## src/rtl/log_dump_sequencer_pkg.sv

```systemverilog
// Shared definitions for the log dump path: log word type, byte framing and dump FSM states.
// Latency: n/a (types and constants only).
// Backpressure: n/a.
package log_dump_sequencer_pkg;

   // Width of one logged word as stored in the log FIFO.
   localparam int DATA_WIDTH = 16;

   typedef logic [DATA_WIDTH-1:0] log_file_t;

   // Each entry goes out as whole bytes, left-padded with zeros.
   localparam int BYTES_PER_ENTRY = (DATA_WIDTH + 7) / 8;

   // Byte index width; kept at least one bit wide for single-byte entries.
   localparam int IDX_W = (BYTES_PER_ENTRY > 1) ? $clog2(BYTES_PER_ENTRY) : 1;

   typedef enum logic [2:0] {
      IDLE    = 3'd0,
      POP     = 3'd1,
      CAPTURE = 3'd2,
      SEND    = 3'd3,
      EOL     = 3'd4,
      END     = 3'd5,
      DONE    = 3'd6
   } dump_state_t;

endpackage

```

## src/rtl/log_dump_sequencer_if.sv

```systemverilog
// Bundle between the dump sequencer and its environment (logger control, log FIFO, UART TX).
// Latency: n/a (wiring only).
// Backpressure: tx_valid/tx_ready handshake toward the UART; FIFO read is a bare pop strobe.
interface log_dump_sequencer_if;
   import log_dump_sequencer_pkg::*;

   logic        dump_req;
   logic        flush;
   logic        fifo_empty;
   log_file_t   fifo_rd_data;
   logic        fifo_rd_en;
   logic        tx_ready;
   logic        tx_valid;
   logic [7:0]  tx_byte;
   logic        busy;
   logic        dump_done;
   logic [15:0] entry_count;

   // Sequencer side.
   modport master (
      input  dump_req, flush, fifo_empty, fifo_rd_data, tx_ready,
      output fifo_rd_en, tx_valid, tx_byte, busy, dump_done, entry_count
   );

   // Environment side: logger control, FIFO and UART transmitter.
   modport slave (
      output dump_req, flush, fifo_empty, fifo_rd_data, tx_ready,
      input  fifo_rd_en, tx_valid, tx_byte, busy, dump_done, entry_count
   );

endinterface

```

## src/rtl/log_dump_sequencer.sv

```systemverilog
// Drains the log FIFO to the UART as MSB-first bytes per entry, EOL after each entry, END marker last.
// Latency: 3 cycles from dump_req (FIFO non-empty) to first tx_valid; one pop per entry.
// Backpressure: each byte is held on tx_byte with tx_valid high until tx_ready; flush/rst abort at once.
module log_dump_sequencer
   import log_dump_sequencer_pkg::*;
#(
   parameter logic [7:0] EOL_BYTE = 8'h0A,
   parameter logic [7:0] END_BYTE = 8'h04
) (
   input  logic                clk,
   input  logic                rst,
   log_dump_sequencer_if.master bus
);

   localparam int SHIFT_W = BYTES_PER_ENTRY * 8;

   dump_state_t        state;
   dump_state_t        state_nxt;
   logic [SHIFT_W-1:0] shift_reg;
   logic [IDX_W-1:0]   byte_idx;
   logic [15:0]        entry_count;
   logic               xfer;

   assign xfer            = bus.tx_valid && bus.tx_ready;
   assign bus.entry_count = entry_count;

   // State register.
   always_ff @(posedge clk) begin
      if (rst) begin
         state <= IDLE;
      end else begin
         state <= state_nxt;
      end
   end

   // Next-state decode; flush overrides every transition.
   always_comb begin
      state_nxt = state;
      case (state)
         IDLE: begin
            if (bus.dump_req) begin
               state_nxt = bus.fifo_empty ? END : POP;
            end
         end
         // The pop is suppressed if the FIFO is empty, so there is no word to capture; close the dump.
         POP:     state_nxt = bus.fifo_empty ? END : CAPTURE;
         CAPTURE: state_nxt = SEND;
         SEND: begin
            if (xfer && (byte_idx == '0)) begin
               state_nxt = EOL;
            end
         end
         // Request and FIFO level sampled in the EOL transfer cycle pick the next entry or the end.
         EOL: begin
            if (xfer) begin
               state_nxt = (bus.dump_req && !bus.fifo_empty) ? POP : END;
            end
         end
         END: begin
            if (xfer) begin
               state_nxt = DONE;
            end
         end
         DONE:    state_nxt = IDLE;
         default: state_nxt = IDLE;
      endcase
      if (bus.flush) begin
         state_nxt = IDLE;
      end
   end

   // Output decode; flush masks valid and pop so nothing moves in the abort cycle.
   always_comb begin
      bus.fifo_rd_en = 1'b0;
      bus.tx_valid   = 1'b0;
      bus.tx_byte    = 8'h00;
      bus.busy       = (state != IDLE);
      bus.dump_done  = (state == DONE);
      case (state)
         POP: begin
            bus.fifo_rd_en = !bus.fifo_empty && !bus.flush;
         end
         SEND: begin
            bus.tx_valid = !bus.flush;
            bus.tx_byte  = shift_reg[SHIFT_W-1 -: 8];
         end
         EOL: begin
            bus.tx_valid = !bus.flush;
            bus.tx_byte  = EOL_BYTE;
         end
         END: begin
            bus.tx_valid = !bus.flush;
            bus.tx_byte  = END_BYTE;
         end
         default: begin
         end
      endcase
   end

   // Entry shift register: load zero-padded word, shift left one byte per accepted data byte.
   always_ff @(posedge clk) begin
      if (rst) begin
         shift_reg <= '0;
         byte_idx  <= '0;
      end else if (!bus.flush) begin
         if (state == CAPTURE) begin
            shift_reg <= SHIFT_W'(bus.fifo_rd_data);
            byte_idx  <= IDX_W'(BYTES_PER_ENTRY - 1);
         end else if ((state == SEND) && xfer) begin
            shift_reg <= shift_reg << 8;
            byte_idx  <= byte_idx - IDX_W'(1);
         end
      end
   end

   // Entry counter: cleared when a dump starts, bumped per EOL sent, held on flush.
   always_ff @(posedge clk) begin
      if (rst) begin
         entry_count <= '0;
      end else if (!bus.flush) begin
         if ((state == IDLE) && bus.dump_req) begin
            entry_count <= '0;
         end else if ((state == EOL) && xfer && (entry_count != 16'hFFFF)) begin
            entry_count <= entry_count + 16'd1;
         end
      end
   end

endmodule

```

## src/flat_wrapper.sv

```systemverilog
// flat-port wrapper written by rule: the top's interface ports become plain ports
module log_dump_sequencer_flat import log_dump_sequencer_pkg::*;
#(
   parameter logic [7:0] EOL_BYTE = 8'h0A,
   parameter logic [7:0] END_BYTE = 8'h04
)
  (clk, rst, bus_dump_req, bus_flush, bus_fifo_empty, bus_fifo_rd_data, bus_tx_ready, bus_fifo_rd_en, bus_tx_valid, bus_tx_byte, bus_busy, bus_dump_done, bus_entry_count);
  log_dump_sequencer_if bus_i ();
  input  logic clk;
  input  logic rst;
  input wire logic [$bits(bus_i.dump_req)-1:0] bus_dump_req;
  input wire logic [$bits(bus_i.flush)-1:0] bus_flush;
  input wire logic [$bits(bus_i.fifo_empty)-1:0] bus_fifo_empty;
  input wire logic [$bits(bus_i.fifo_rd_data)-1:0] bus_fifo_rd_data;
  input wire logic [$bits(bus_i.tx_ready)-1:0] bus_tx_ready;
  output wire logic [$bits(bus_i.fifo_rd_en)-1:0] bus_fifo_rd_en;
  output wire logic [$bits(bus_i.tx_valid)-1:0] bus_tx_valid;
  output wire logic [$bits(bus_i.tx_byte)-1:0] bus_tx_byte;
  output wire logic [$bits(bus_i.busy)-1:0] bus_busy;
  output wire logic [$bits(bus_i.dump_done)-1:0] bus_dump_done;
  output wire logic [$bits(bus_i.entry_count)-1:0] bus_entry_count;
  assign bus_i.dump_req = bus_dump_req;
  assign bus_i.flush = bus_flush;
  assign bus_i.fifo_empty = bus_fifo_empty;
  assign bus_i.fifo_rd_data = bus_fifo_rd_data;
  assign bus_i.tx_ready = bus_tx_ready;
  assign bus_fifo_rd_en = bus_i.fifo_rd_en;
  assign bus_tx_valid = bus_i.tx_valid;
  assign bus_tx_byte = bus_i.tx_byte;
  assign bus_busy = bus_i.busy;
  assign bus_dump_done = bus_i.dump_done;
  assign bus_entry_count = bus_i.entry_count;
  log_dump_sequencer #(.EOL_BYTE(EOL_BYTE), .END_BYTE(END_BYTE)) u_core (.clk(clk), .rst(rst), .bus(bus_i));
endmodule
```

## config.mk

```make
export PLATFORM = sky130hd
export DESIGN_NAME = log_dump_sequencer_flat
export DESIGN_NICKNAME = d
export VERILOG_FILES = /design/src/rtl/log_dump_sequencer_pkg.sv /design/src/rtl/log_dump_sequencer_if.sv /design/src/rtl/log_dump_sequencer.sv /design/src/flat_wrapper.sv
export SDC_FILE = /design/constraint.sdc
export NUM_CORES = 1
export LEC_CHECK = 0
export ABC_AREA = 1
export BUFFER_PORTS_ARGS = -buffer_cell sky130_fd_sc_hd__buf_2
export CORE_MARGIN = 10
export CORE_UTILIZATION = 56
export CTS_BUF_LIST = sky130_fd_sc_hd__clkbuf_2 sky130_fd_sc_hd__clkbuf_4 sky130_fd_sc_hd__clkbuf_8
export DETAILED_ROUTE_END_ITERATION = 8
export PLACE_DENSITY = 0.82
export RECOVER_POWER = 100
export SLEW_MARGIN = 20
export SYNTH_ARGS = -nofsm -noshare
export SYNTH_HDL_FRONTEND = slang
export SYNTH_SLANG_ARGS = --single-unit
```

## constraint.sdc

```tcl
create_clock -name clk -period 1.9 [get_ports clk]
set_input_delay 0.285 -clock clk [delete_from_list [all_inputs] [get_ports clk]]
set_output_delay 0.285 -clock clk [all_outputs]
set_load 0.01 [all_outputs]
```

# After elaboration in Yosys (flattened, before gate mapping)
# Cells that the tools add are included.
# word_totals
elab_cells	55
reg_bits	36
output_inout_bits	28
# op_classes
bitwise	2
n_reduce_logical	19
n_eq_ne	11
mux	17
addsub	2
# op_table
op	n
$mux 16	4
$pmux 8 s3	1
$mux 3	7
$pmux 3 s6	1
$add 16x1->16 const B	1
$ne 16x16->1 const B	1
$eq 3x3->1 const B	3
$logic_and 1x1->1	8
$eq 3x2->1 const B	2
$ne 2x1->1 const B	3
$mux 1	4
$reduce_and 2->1	2
$reduce_and 4->1	1
$reduce_bool 2->1	2
$eq 3x1->1 const B	1
$logic_not 3->1	1
$reduce_bool 3->1	1
$reduce_or 3->1	1
$logic_not 1->1	2
$ne 2x2->1 const B	1
$not 1->1	2
$reduce_or 2->1	1
$sub 1x1->1 const B	1

# Longest topological paths before layout
# logic_depth
ltp_word	8
mapped_depth	11
depth_no_buf	11

# Worst setup path before layout
# Ideal clock, no wire load.
# synth_path
path_type	reg-to-reg
startpoint	reg u_core.entry_count[0], in the netlist u_core.bus.entry_count[0]
endpoint	reg u_core.entry_count[11], in the netlist u_core.bus.entry_count[11]
required_ns	1.789
n_path_buf	1
setup_ns	0.111
setup_slack_ns	0.303
arrival_time_ns	1.487
stages_incl_launch_ff	12
path_cell_list	dfxtp_1 ha_1 nand2_1 nor2_2 nand2_2 o21ai_4 nand2_4 buf_6 nand3_1 nand2_1 inv_1 nor2_1
# synth_between
elab_chain_cells	4
word_cells_on_any_way	7
classes_between	1 x add/sub; 1 x eq/ne; 2 x mux; 3 x reduce/logical
# synth_lines
item	line	rtl
start, declared	log_dump_sequencer.sv:21	logic [15:0] entry_count;
start signal, assigned	log_dump_sequencer.sv:124	entry_count <= entry_count + 16'd1;
parallel branches: the longest is 4 deep, another holds $add 16x1->16	n/a	
# Parallel ways; which one is timed is not known. The select of a mux whose other input is x is not followed.
# A chain may end at the register's enable or synchronous reset.

# Worst setup path in the final report
# layout_path
startpoint	reg u_core.entry_count[1], in the netlist u_core.bus.entry_count[1]
endpoint	reg u_core.entry_count[6], in the netlist u_core.bus.entry_count[6]
# Same word-level chain as after synthesis.

==> flow_metrics.py <==
metrics = {
    "place": {
        "port_buffers": 49,
        "preCtsSetupSlack_ns": 0.124,
        "gp_congestion": 0.942,
        "hpwl_um": 4130,
        "detailed_place.area_sq_um": 2460,
    },
    "sta": {
        "setup_viol": 0,
        "max_freq_mhz": 562,
        "skew_ns": 0.00252,
        "tightest_slew_ns": 0.913,
        "fin_ws_ns": 0.120,
        "setup_tns_ns": 0,
        "rsz0062_at_grt": "false",
        "min_period_ns": 1.78,
        "max_slew_margin_pct": 39.0,
        "report.final.slew_viol_count": 0,
        "hold_violations": 0,
        "post-route-period-util_pct": 93.7,
        "whs_ns": 0.260,
    },
    "layout": {
        "seq_area_sq_um": 724,
        "final_area_sq_um": 2520,
        "area.growth.synth_to_final_pct": 17.1,
        "drive_above_1_share_pct": 17.3,
        "n_fill_cell": 344,
        "multi_input_area_sq_um": 1210,
        "layout.nets": 421,
        "antennaDiodeCount": 0,
    },
    "worst_setup_path": {
        "worst-r2r-cell-count": 9,
        "startpoint": "u_core.bus.entry_count[1]$_SDFFE_PP0P_",
        "worstPathRequired_ns": 2.13,
        "crit_path_end_kind": "flip-flop",
        "worstReg2RegStart": "u_core.bus.entry_count[1]$_SDFFE_PP0P_",
        "crit_path_start_kind": "flip-flop",
        "setup.worst_path.class": "flip-flop to flip-flop",
        "timing.critical_path.arrival_ns": 2.01,
        "worst-path-max-fanout": 13,
    },
    "clock_network": {
        "clk_path_buf_depth": 2,
        "post_cts_buffers": 0,
        "clock_latency_ns": 0.30,
        "clkSlewWorstSetupHoldPaths_ns": 0.07,
        "cts_buffers": 5,
        "cts_tree": "yes",
        "holdBufCountCts": 0,
        "clock-sinks": 36,
        "cts-root-buf": "clkbuf_8",
        "cts_max_level": 2,
    },
    "floorplan": {
        "start_util_pct": 58.4,
        "die_area_sq_um": 6730,
        "fp.dieW_um": 82.0,
        "io_pins": 50,
        "die_y_um": 82.0,
        "fp-row-count": 22,
        "core_sq_um": 3690,
    },
    "pwr": {
        "total_leakage_power_nw": 1.11,
        "powerDensity_nw_per_um2": 650,
        "totalPowerFinal_mw": 1.64,
        "peakVddDrop_mv": 0.431,
    },
    "synth": {
        "syn_nets": 369,
        "post_synth_num_cell_types": 32,
        "synthCells": 346,
        "ys.warnings.count": 0,
        "syn_area_per_cell_sq_um": 6.23,
        "netlist_area_sq_um": 2150,
        "synth_seq_cells": 36,
        "seq_area_frac_synth_pct": 33.4,
    },
    "job": {
        "cap_violations": 0,
    },
    "min_path": {
        "min_path_type": "input port to flip-flop",
        "whs_path_depth": 3,
        "min-delay-start": "bus_fifo_rd_data[4]",
    },
    "global_route": {
        "grt_pass1_wl_um": 9230,
        "antenna_found_initial": 0,
        "grt_pass1_vias": 2122,
        "grt_usage_pct": 16.8,
        "grt_max_degree": 27,
        "grt-ovfl-total": 0,
    },
    "drt": {
        "wl_um": 5690,
        "drc": 0,
        "drt-initial-drc-count": 157,
        "wl_per_cell_um": 12.7,
        "vias": 2372,
        "dr.pass1.iters": 5,
        "drt.antenna.violating_nets": 0,
        "via_per_inst": 5.31,
    },
    "run_status": {
        "status": "complete, no violations",
    },
}
[cells in the final DEF, fill, tap and decap left out, types with 3 or more instances in the layout]
master     n
o21ai_0   21
nand3_2    4
dfxtp_2    3
inv_1     38
buf_4      6
nand3_1   37
clkbuf_8   6
nor2_1    50
or2_2      3
nand2_2    4
clkbuf_1  21
a21oi_1   22
nand4_1    4
buf_2     28
nand2_1   96
inv_2      3
dfxtp_1   33
[cell families after synthesis]
group                    share of synthesized area (%)
AND/OR/NAND/NOR                                   43.1
AO/OA/AOI/OAI                                     12.8
adder cells (fa/ha/maj)                          0.581
flip-flops                                        33.4
buffers and inverters                             10.0
[final timing paths]
path / endpoint / slack, ns
worst max-delay path: u_core.bus.entry_count[6]$_SDFFE_PP0P_ / 0.12
worst min-delay path: u_core.shift_reg[4]$_SDFFE_PP0P_ / 0.26
worst max register to register: u_core.bus.entry_count[6]$_SDFFE_PP0P_ / 0.12
worst min register to register: u_core.shift_reg[11]$_SDFFE_PP0P_ / 0.44
[metal layers]
metal / GRT usage, % / wire length [um]
met5: 0 / 0
met2: 25.5 / 2620
met3: 4.04 / 463
met4: 6.80 / 93
met1: 22.4 / 2510
[where the power goes]
group	total (mW)	internal, mW	leakage [nW]	switching [mW]
Clock	0.604	0.309	0.0479	0.295
Sequential	0.796	0.774	0.293	0.0216
Combinational	0.239	0.0838	0.765	0.155
Total	1.64	1.17	1.11	0.472
[through the flow]
| step | instances | utilization [%] |
|---|---|---|
| 6_report | 447 | 68.4 |
| 5_1_grt | 447 | 68.4 |
| 4_1_cts | 447 | 69.3 |
| 3_5_place_dp | 439 | 66.6 |
| 3_3_place_gp | 439 | 66.6 |
| 2_1_floorplan | 346 | - |
[synth_stat cells, drive strengths merged]
cell type | number | area share (%)
or2 | 3 | 0.87
and2 | 1 | 0.29
a21oi | 23 | 5.9
nand2 | 102 | 19
o211ai | 2 | 0.93
ha | 1 | 0.58
dfxtp | 36 | 33
inv | 41 | 7.3
buf | 8 | 2.1
o21ai | 22 | 5.6
clkinv | 1 | 0.17
nor3 | 2 | 0.46
o31ai | 1 | 0.35
nor2 | 53 | 11
clkbuf | 3 | 0.52
nor3b | 1 | 0.35
nor4 | 1 | 0.29
nand4 | 4 | 1.2
nand3 | 41 | 10
[worst max-delay path: stages (launching register included)]
cell and delay [ns]:
dfxtp_1 0.39, ha_1 0.18, nand2_1 0.10, nor2_2 0.18, nand2_2 0.12, o21ai_4 0.22
nand2_4 0.16, nand2_4 0.15, nand2_1 0.07, a21oi_1 0.13
[repair_timing]
action	CTS	global route
endpoints found under the hold margin	0	0
resized for setup	1	6
endpoints found under the setup margin	9	23
[layout make-up]
| cell class | count | share of cell area, % |
|---|---|---|
| Inverter | 42 | 6.35 |
| Sequential cell | 36 | 28.7 |
| Tap cell | 48 | 2.38 |
| Clock buffer | 7 | 3.57 |
| Clock inverter | 1 | 0.298 |
| Multi-Input combinational cell | 257 | 48.0 |
| Timing Repair Buffer | 56 | 10.7 |
Note: power is estimated with default switching activity, not from simulation.
